`config.mk`:
```
export PLATFORM = sky130hd
export DESIGN_NAME = xlr8_uart_rx_mon
export DESIGN_NICKNAME = d
export VERILOG_FILES = /design/src/rtl/xlr8_uart_rx_mon.sv
export SDC_FILE = /design/constraint.sdc
export NUM_CORES = 1
export LEC_CHECK = 0
export ABC_AREA = 1
export BUFFER_PORTS_ARGS = -buffer_cell sky130_fd_sc_hd__buf_2
export CELL_PAD_IN_SITES_DETAIL_PLACEMENT = 1
export CELL_PAD_IN_SITES_GLOBAL_PLACEMENT = 2
export CORE_MARGIN = 1
export CORE_UTILIZATION = 36
export CTS_CLUSTER_DIAMETER = 50
export DETAILED_ROUTE_END_ITERATION = 16
export PLACE_DENSITY = 0.81
export SYNTH_ARGS = -nofsm -noshare
export SYNTH_HDL_FRONTEND = slang
export SYNTH_SLANG_ARGS = --single-unit
```
`constraint.sdc`:
```
create_clock -name clk -period 2.3 [get_ports clk]
set_input_delay 0.69 -clock clk [delete_from_list [all_inputs] [get_ports clk]]
set_output_delay 0.69 -clock clk [all_outputs]
set_load 0.05 [all_outputs]
```
`src/rtl/xlr8_uart_rx_mon.sv`:
```
// 8N1 serial receiver for the board TXD line: oversampled, mid-bit majority vote,
// first-word-fall-through byte FIFO and sticky framing/overflow flags.
module xlr8_uart_rx_mon #(
   parameter int BIT_CLKS    = 139,
   parameter int FIFO_DEPTH  = 8,
   parameter int SYNC_STAGES = 2
) (
   input  logic       clk,
   input  logic       rstn,
   input  logic       rxd,
   input  logic       clr_err,
   input  logic       rx_ready,
   output logic [7:0] rx_data,
   output logic       rx_valid,
   output logic       frame_err,
   output logic       overflow,
   output logic [4:0] fifo_count,
   output logic       busy
);

   localparam int CNT_W = $clog2(BIT_CLKS);
   localparam int HALF  = BIT_CLKS / 2;
   localparam int PTR_W = $clog2(FIFO_DEPTH);
   localparam logic [CNT_W-1:0] CNT_HALF = CNT_W'(HALF);
   localparam logic [CNT_W-1:0] CNT_LAST = CNT_W'(BIT_CLKS - 1);
   localparam logic [PTR_W:0]   CNT_FULL = (PTR_W + 1)'(FIFO_DEPTH);

   typedef enum logic [2:0] {IDLE, START, DATA, STOP, WAIT_IDLE} state_t;

   function automatic logic maj3(input logic [2:0] h);
      return (h[0] & h[1]) | (h[0] & h[2]) | (h[1] & h[2]);
   endfunction

   logic [SYNC_STAGES-1:0] sync_q;
   logic [2:0]             hist_q;
   logic                   rxs;
   logic                   vote;

   state_t           state_q, state_d;
   logic [CNT_W-1:0] cnt_q, cnt_d;
   logic [2:0]       idx_q, idx_d;
   logic [7:0]       shift_q, shift_d;
   logic             push, ferr_set, cnt_half, cnt_last;

   logic [7:0]       mem [FIFO_DEPTH];
   logic [PTR_W-1:0] wr_ptr_q, rd_ptr_q;
   logic [PTR_W:0]   count_q;
   logic             full, pop, do_push, drop;
   logic             frame_err_q, overflow_q;

   // Line synchronizer and 3-sample vote history
   always_ff @(posedge clk or negedge rstn) begin
      if (!rstn) begin
         sync_q <= '1;
         hist_q <= '1;
      end else begin
         sync_q <= {sync_q[SYNC_STAGES-2:0], rxd};
         hist_q <= {hist_q[1:0], rxs};
      end
   end

   assign rxs      = sync_q[SYNC_STAGES-1];
   assign vote     = maj3(hist_q);
   assign cnt_half = (cnt_q == CNT_HALF);
   assign cnt_last = (cnt_q == CNT_LAST);

   // Frame state machine
   always_ff @(posedge clk or negedge rstn) begin
      if (!rstn) begin
         state_q <= IDLE;
         cnt_q   <= '0;
         idx_q   <= '0;
         shift_q <= '0;
      end else begin
         state_q <= state_d;
         cnt_q   <= cnt_d;
         idx_q   <= idx_d;
         shift_q <= shift_d;
      end
   end

   always_comb begin
      state_d  = state_q;
      cnt_d    = cnt_q;
      idx_d    = idx_q;
      shift_d  = shift_q;
      push     = 1'b0;
      ferr_set = 1'b0;
      if (state_q != IDLE && state_q != WAIT_IDLE)
         cnt_d = cnt_last ? '0 : cnt_q + 1'b1;
      case (state_q)
         IDLE: begin
            if (hist_q[0] && !rxs) begin
               state_d = START;
               cnt_d   = '0;
            end
         end
         START: begin
            if (cnt_half && vote) begin
               state_d = IDLE;
            end else if (cnt_last) begin
               state_d = DATA;
               idx_d   = '0;
            end
         end
         DATA: begin
            if (cnt_half)
               shift_d = {vote, shift_q[7:1]};
            if (cnt_last) begin
               if (idx_q == 3'd7) state_d = STOP;
               else               idx_d   = idx_q + 1'b1;
            end
         end
         STOP: begin
            // Leaving at mid-stop lets IDLE catch a back-to-back start edge.
            if (cnt_half) begin
               if (vote) begin
                  push    = 1'b1;
                  state_d = IDLE;
               end else begin
                  ferr_set = 1'b1;
                  state_d  = WAIT_IDLE;
               end
            end
         end
         WAIT_IDLE: begin
            if (rxs) state_d = IDLE;
         end
         default: state_d = IDLE;
      endcase
   end

   // Byte FIFO
   assign full    = (count_q == CNT_FULL);
   assign pop     = rx_valid & rx_ready;
   assign do_push = push & (~full | pop);
   assign drop    = push & full & ~pop;

   always_ff @(posedge clk) begin
      if (do_push) mem[wr_ptr_q] <= shift_q;
   end

   always_ff @(posedge clk or negedge rstn) begin
      if (!rstn) begin
         wr_ptr_q    <= '0;
         rd_ptr_q    <= '0;
         count_q     <= '0;
         frame_err_q <= 1'b0;
         overflow_q  <= 1'b0;
      end else begin
         if (do_push) wr_ptr_q <= wr_ptr_q + 1'b1;
         if (pop)     rd_ptr_q <= rd_ptr_q + 1'b1;
         case ({do_push, pop})
            2'b10:   count_q <= count_q + 1'b1;
            2'b01:   count_q <= count_q - 1'b1;
            default: count_q <= count_q;
         endcase
         frame_err_q <= ferr_set | (frame_err_q & ~clr_err);
         overflow_q  <= drop | (overflow_q & ~clr_err);
      end
   end

   assign rx_valid   = (count_q != '0);
   assign rx_data    = rx_valid ? mem[rd_ptr_q] : 8'h00;
   assign frame_err  = frame_err_q;
   assign overflow   = overflow_q;
   assign fifo_count = 5'(count_q);
   assign busy       = (state_q != IDLE);

endmodule

```
# Yosys cells after proc, flatten, opt, wreduce, memory -nomap -nowiden
# Memories as Yosys holds them, arrays and structs flattened.
# Index checks and enable logic that the tools add are counted.
[word_totals]
register_bits = 39
mem_bits_rw = 64
mem_count = 1
in_bits = 5
output_inout_bits = 17
wordCells = 95
[mem_list]
columns = ["memory", "depth", "word_bits", "read_ports", "rd_clocked_by_memory_dff", "wr", "line_no", "rtl"]
rows = [
  ["mem", 8, 8, 1, 0, 1, "45", "logic [7:0] mem [FIFO_DEPTH];"],
]
[classes]
n_bitwise = 17
n_mux = 28
n_reduce_logical = 12
addsub = 6
eq_ne = 20
[ops]
columns = ["cell", "n"]
rows = [
  ["$mux W8", 5],
  ["$mux W3", 12],
  ["$ne A2 B2 Y1 const B", 8],
  ["$pmux W3 S5", 1],
  ["$add A3 B1 Y3 const B", 3],
  ["$and A1 B1 Y1", 9],
  ["$add A8 B1 Y8 const B", 1],
  ["$eq A8 B7 Y1 const B", 1],
  ["$eq A8 B8 Y1 const B", 1],
  ["$mux W1", 8],
  ["$pmux W4 S2", 1],
  ["$eq A3 B2 Y1 const B", 2],
  ["$eq A3 B3 Y1 const B", 2],
  ["$ne A3 B3 Y1 const B", 2],
  ["$pmux W3 S2", 1],
  ["$reduce_and A6 Y1", 1],
  ["$or A1 B1 Y1", 5],
  ["$reduce_and A5 Y1", 1],
  ["$add A4 B1 Y4 const B", 1],
  ["$eq A4 B4 Y1 const B", 1],
  ["$reduce_bool A2 Y1", 2],
  ["$reduce_bool A4 Y1", 1],
  ["$sub A4 B1 Y4 const B", 1],
  ["$eq A3 B1 Y1 const B", 1],
  ["8 further kinds", 12],
]

# Longest topological paths before layout
[logic_depth]
depth_word = 9
mapped_depth = 12
mapped_depth_nobuf = 12

# Worst setup path after synthesis
# OpenSTA, ideal clock, no wires.
[synth_timing]
path_kind = "flip-flop to output port"
start = "reg count_q[2]"
end = "out rx_data[0]"
slack_ns = -0.569
n_path_buf = 0
path_stages_with_launch = 5
required_time_ns = 1.610
t_arrival_ns = 2.179
cell_sequence = "dfrtp_1 > inv_1 > nand3_1 > o21ai_0 > nor2_1"
[synth_via]
elab_chain_cells = 2
[synth_lines]
columns = ["item", "line_no", "rtl"]
rows = [
  ["start: declaration", "47", "logic [PTR_W:0] count_q;"],
  ["start signal: assignment", "154", "2'b10: count_q <= count_q + 1'b1;"],
  ["start signal: assignment", "155", "2'b01: count_q <= count_q - 1'b1;"],
  ["start signal: assignment", "156", "default: count_q <= count_q;"],
  ["$reduce_bool A4 Y1", "163", "assign rx_valid = (count_q != '0);"],
  ["net rx_valid", "14", "output logic rx_valid,"],
  ["$mux W8", "164", "assign rx_data = rx_valid ? mem[rd_ptr_q] : 8'h00;"],
  ["end: declaration", "13", "output logic [7:0] rx_data,"],
]
# The timed path passes the listed nets, and every way through them passes these cells.

# Final worst setup path
[layout_timing]
start = "reg rd_ptr_q[0]"
end = "out rx_data[1]"
[layout_via]
elab_chain_cells = 2
[layout_lines]
columns = ["item", "line_no", "rtl"]
rows = [
  ["start: declaration", "46", "logic [PTR_W-1:0] wr_ptr_q, rd_ptr_q;"],
  ["start signal: assignment", "152", "if (pop) rd_ptr_q <= rd_ptr_q + 1'b1;"],
  ["$mem_v2 Z8 W8", "--", ""],
  ["$mux W8", "164", ""],
]
# Every way passes these cells.

==> run summary <==
status = complete, but fails checks
failing checks = negative setup slack
Hold Crit Class = reg2reg
final std cells w/o fill = 679
CTS Root Cell = clkbuf_16
Final period util = 1.07
WS Path Type = reg2out
full die area = 13200 um^2
Tot GR Track Use = 0.181
layout cells sized above 1 = 0.213
clock buffer depth = 2
core area = 12200 um^2
IO buf count = 20
total number of H-tree levels = 3
Max Fclk = 407 MHz
Worst Hold Depth = 0
maxcap violations = 0
DRC viols = 0
flops & latches, synth = 103
crit end category = primary output
crit path launch type = flip-flop
Final Power = 4.04 mW
CP Max Fanout = 17
WL/cell = 16.1 um
number of distinct library cells after synthesis = 29
warnings from Yosys = 0
DR vias/cell = 4.92
first-pass GRT wire length = 17700 um
Reg clk slew, reported paths = 70 ps
sequential-to-total area share from yosys stat = 0.634
Die X = 115 um
worst path arrival time = 1770 ps
diode count = 0
Synth Net Count = 474
fin area = 5560 um^2
Register Area = 2910 um^2
starting density of the core = 0.375
critical-path cell list = inv_2, buf_8, nor2_1, o21ai_1, o21ai_1, nor2_2, buf_6
required time worst endpoint = 1610 ps
placed cells = 659
hpwl dp = 7040 um
CP most frequent cell = o21ai_1
Final setup viols = 8
Site Rows = 40
Layout area overhead = 21.2%
RSZ-0062 raised after global routing = yes
Setup TNS Final = -772 ps
Power Dens Cells = 727 nW/um^2
Post-synth EDFFs = 64
measured slew at the worst slew-check pin = 526 ps
CTS tree = done
slew margin rel. = 0.649
Lkg Pwr = 2.39 nW
I/O Pins = 22
synth top area cells = edfxtp_1, dfrtp_1, nor2_1
Final GP Congestion = 0.763
area leader, netlist = edfxtp_1
DR pass1 iterations = 4
# fillers = 1394
Num Clock Sinks = 103
setup slack after layout = -159 ps
ys async rst share = 0.379
Synth Flop Type = edfxtp_1
Post-DP Area = 5090 um^2
most common cell in the synthesized netlist = nor2_1
cell area after synthesis = 4580 um^2
Hold Fails Final Rpt = 0
CP peak stage delay = 480 ps
initial antenna violation count = 0
Skew-Pair Late Insertion Delay = 360 ps
CTS Buf Count = 9
vias in the first global route = 3494
post-route ant nets = 0
Max IR drop VDD = 0.417 mV
total grt overflow = 0
Reg2Reg Depth = 10
slowest CP cell = dfrtp_2
Syn Inst Count = 459
routed vias = 3341
Starting DRT DRC Count = 131
Post-synth top cells = nor2_1, nand2_1, o21ai_0
Chip Height = 115 um
largest net degree at the start of global routing = 40
final worst path period need = 2460 ps
Multi-input gate area = 1590 um^2
Nets = 521
Synth top area share = 0.419
Avg Synthesized Cell Area = 9.99 um^2
Routed WL = 10900 um
clk_skew = 8.31 ps
Final Core Density = 0.455
cts-stage hold buffer count = 0
Final Max Slew Viols = 0
[path summary, 6_finish.rpt]
path                             start          end  slack [ps]
max                        rd_ptr_q[0]   rx_data[1]        -160
min in group asynchronous         rstn     cnt_q[3]         380
max reg2reg                   cnt_q[0]   count_q[2]         100
min reg2reg                  sync_q[0]    sync_q[1]         360
min                          sync_q[0]    sync_q[1]         360
max in group asynchronous         rstn  rd_ptr_q[0]        1520
[sequential cells by signal, summed over array words and instances, names as in the netlist, 2 cells and up]
name      cells
mem          64
cnt_q         8
count_q       4
rd_ptr_q      3
wr_ptr_q      3
shift_q       8
sync_q        2
hist_q        3
state_q       3
idx_q         3
[routing by layer]
layer,routed length (um),track usage
met1,4880,0.220
met2,5640,0.320
met3,233,0.0332
met4,185,0.0701
met5,0,0
[kinds of logic (layout without fill, tap and decap cells)]
logic type	Yosys count	count (layout)	synth area share
flip-flops	103	103	0.634
adder cells (fa/ha/maj)	10	10	0.0273
AO/OA/AOI/OAI	74	74	0.0822
AND/OR/NAND/NOR	218	218	0.204
XOR/XNOR	7	7	0.0134
other	1	1	0.000818
buffers and inverters	46	98	0.0388
[per-stage QoR]
stage          hold WS [ps]  setup WS [ps]
3_5_place_dp            348          -8.15
2_1_floorplan           345           25.5
3_3_place_gp            347           79.4
5_1_grt                 360           -274
6_report                357           -159
4_1_cts                 358          -96.7
[power by group]
group / switching [mW] / leakage [nW] / internal, mW
registers: 0.0546 / 1.21 / 2.01
logic: 0.326 / 1.05 / 0.188
clock network: 0.711 / 0.133 / 0.753
[placed cells by master, fill, tap and decap left out, types with 2 or more instances in the layout]
| cell type | count |
|---|---|
| dfstp_2 | 5 |
| clkbuf_16 | 11 |
| nor2_2 | 16 |
| inv_1 | 28 |
| dfrtp_1 | 29 |
| edfxtp_1 | 64 |
| clkinvlp_4 | 2 |
| a21oi_1 | 3 |
| xor2_1 | 5 |
| dfrtp_2 | 5 |
| nand3_1 | 28 |
| o21ai_1 | 27 |
| inv_8 | 2 |
| nor3b_1 | 2 |
| nand2_1 | 75 |
| buf_8 | 2 |
| buf_12 | 2 |
| nor3_1 | 4 |
| nor2_1 | 75 |
| inv_2 | 6 |
| ha_1 | 8 |
| clkinv_4 | 2 |
| buf_6 | 8 |
| nand4_1 | 9 |
| buf_4 | 23 |
| o21ai_0 | 41 |
| nand2_2 | 4 |
| buf_2 | 11 |
[repair_timing]
| item | in CTS | in global routing |
|---|---|---|
| pin swaps | 1 | 7 |
| cloned | 0 | 2 |
| endpoints found under the setup margin | 9 | 10 |
| resized for setup | 34 | 26 |
| buffers inserted | 1 | 1 |
[layout make-up]
class | instances | area share
clock buffers | 10 | 0.0412
clock inverters | 6 | 0.00991
inverters | 34 | 0.0230
multi-input cells | 310 | 0.285
flip-flops and latches | 103 | 0.524
well taps | 168 | 0.0378
repair buffers | 48 | 0.0788
[worst max-delay path, delay by kind of cell (launching register included)]
kind,cells,cell delay (ps)
AOI/OAI and AO/OA,2,260
and+or+nand+nor,2,210
buffers and inverters,3,460
DFF,1,480
(Power assumes the default switching activity.)
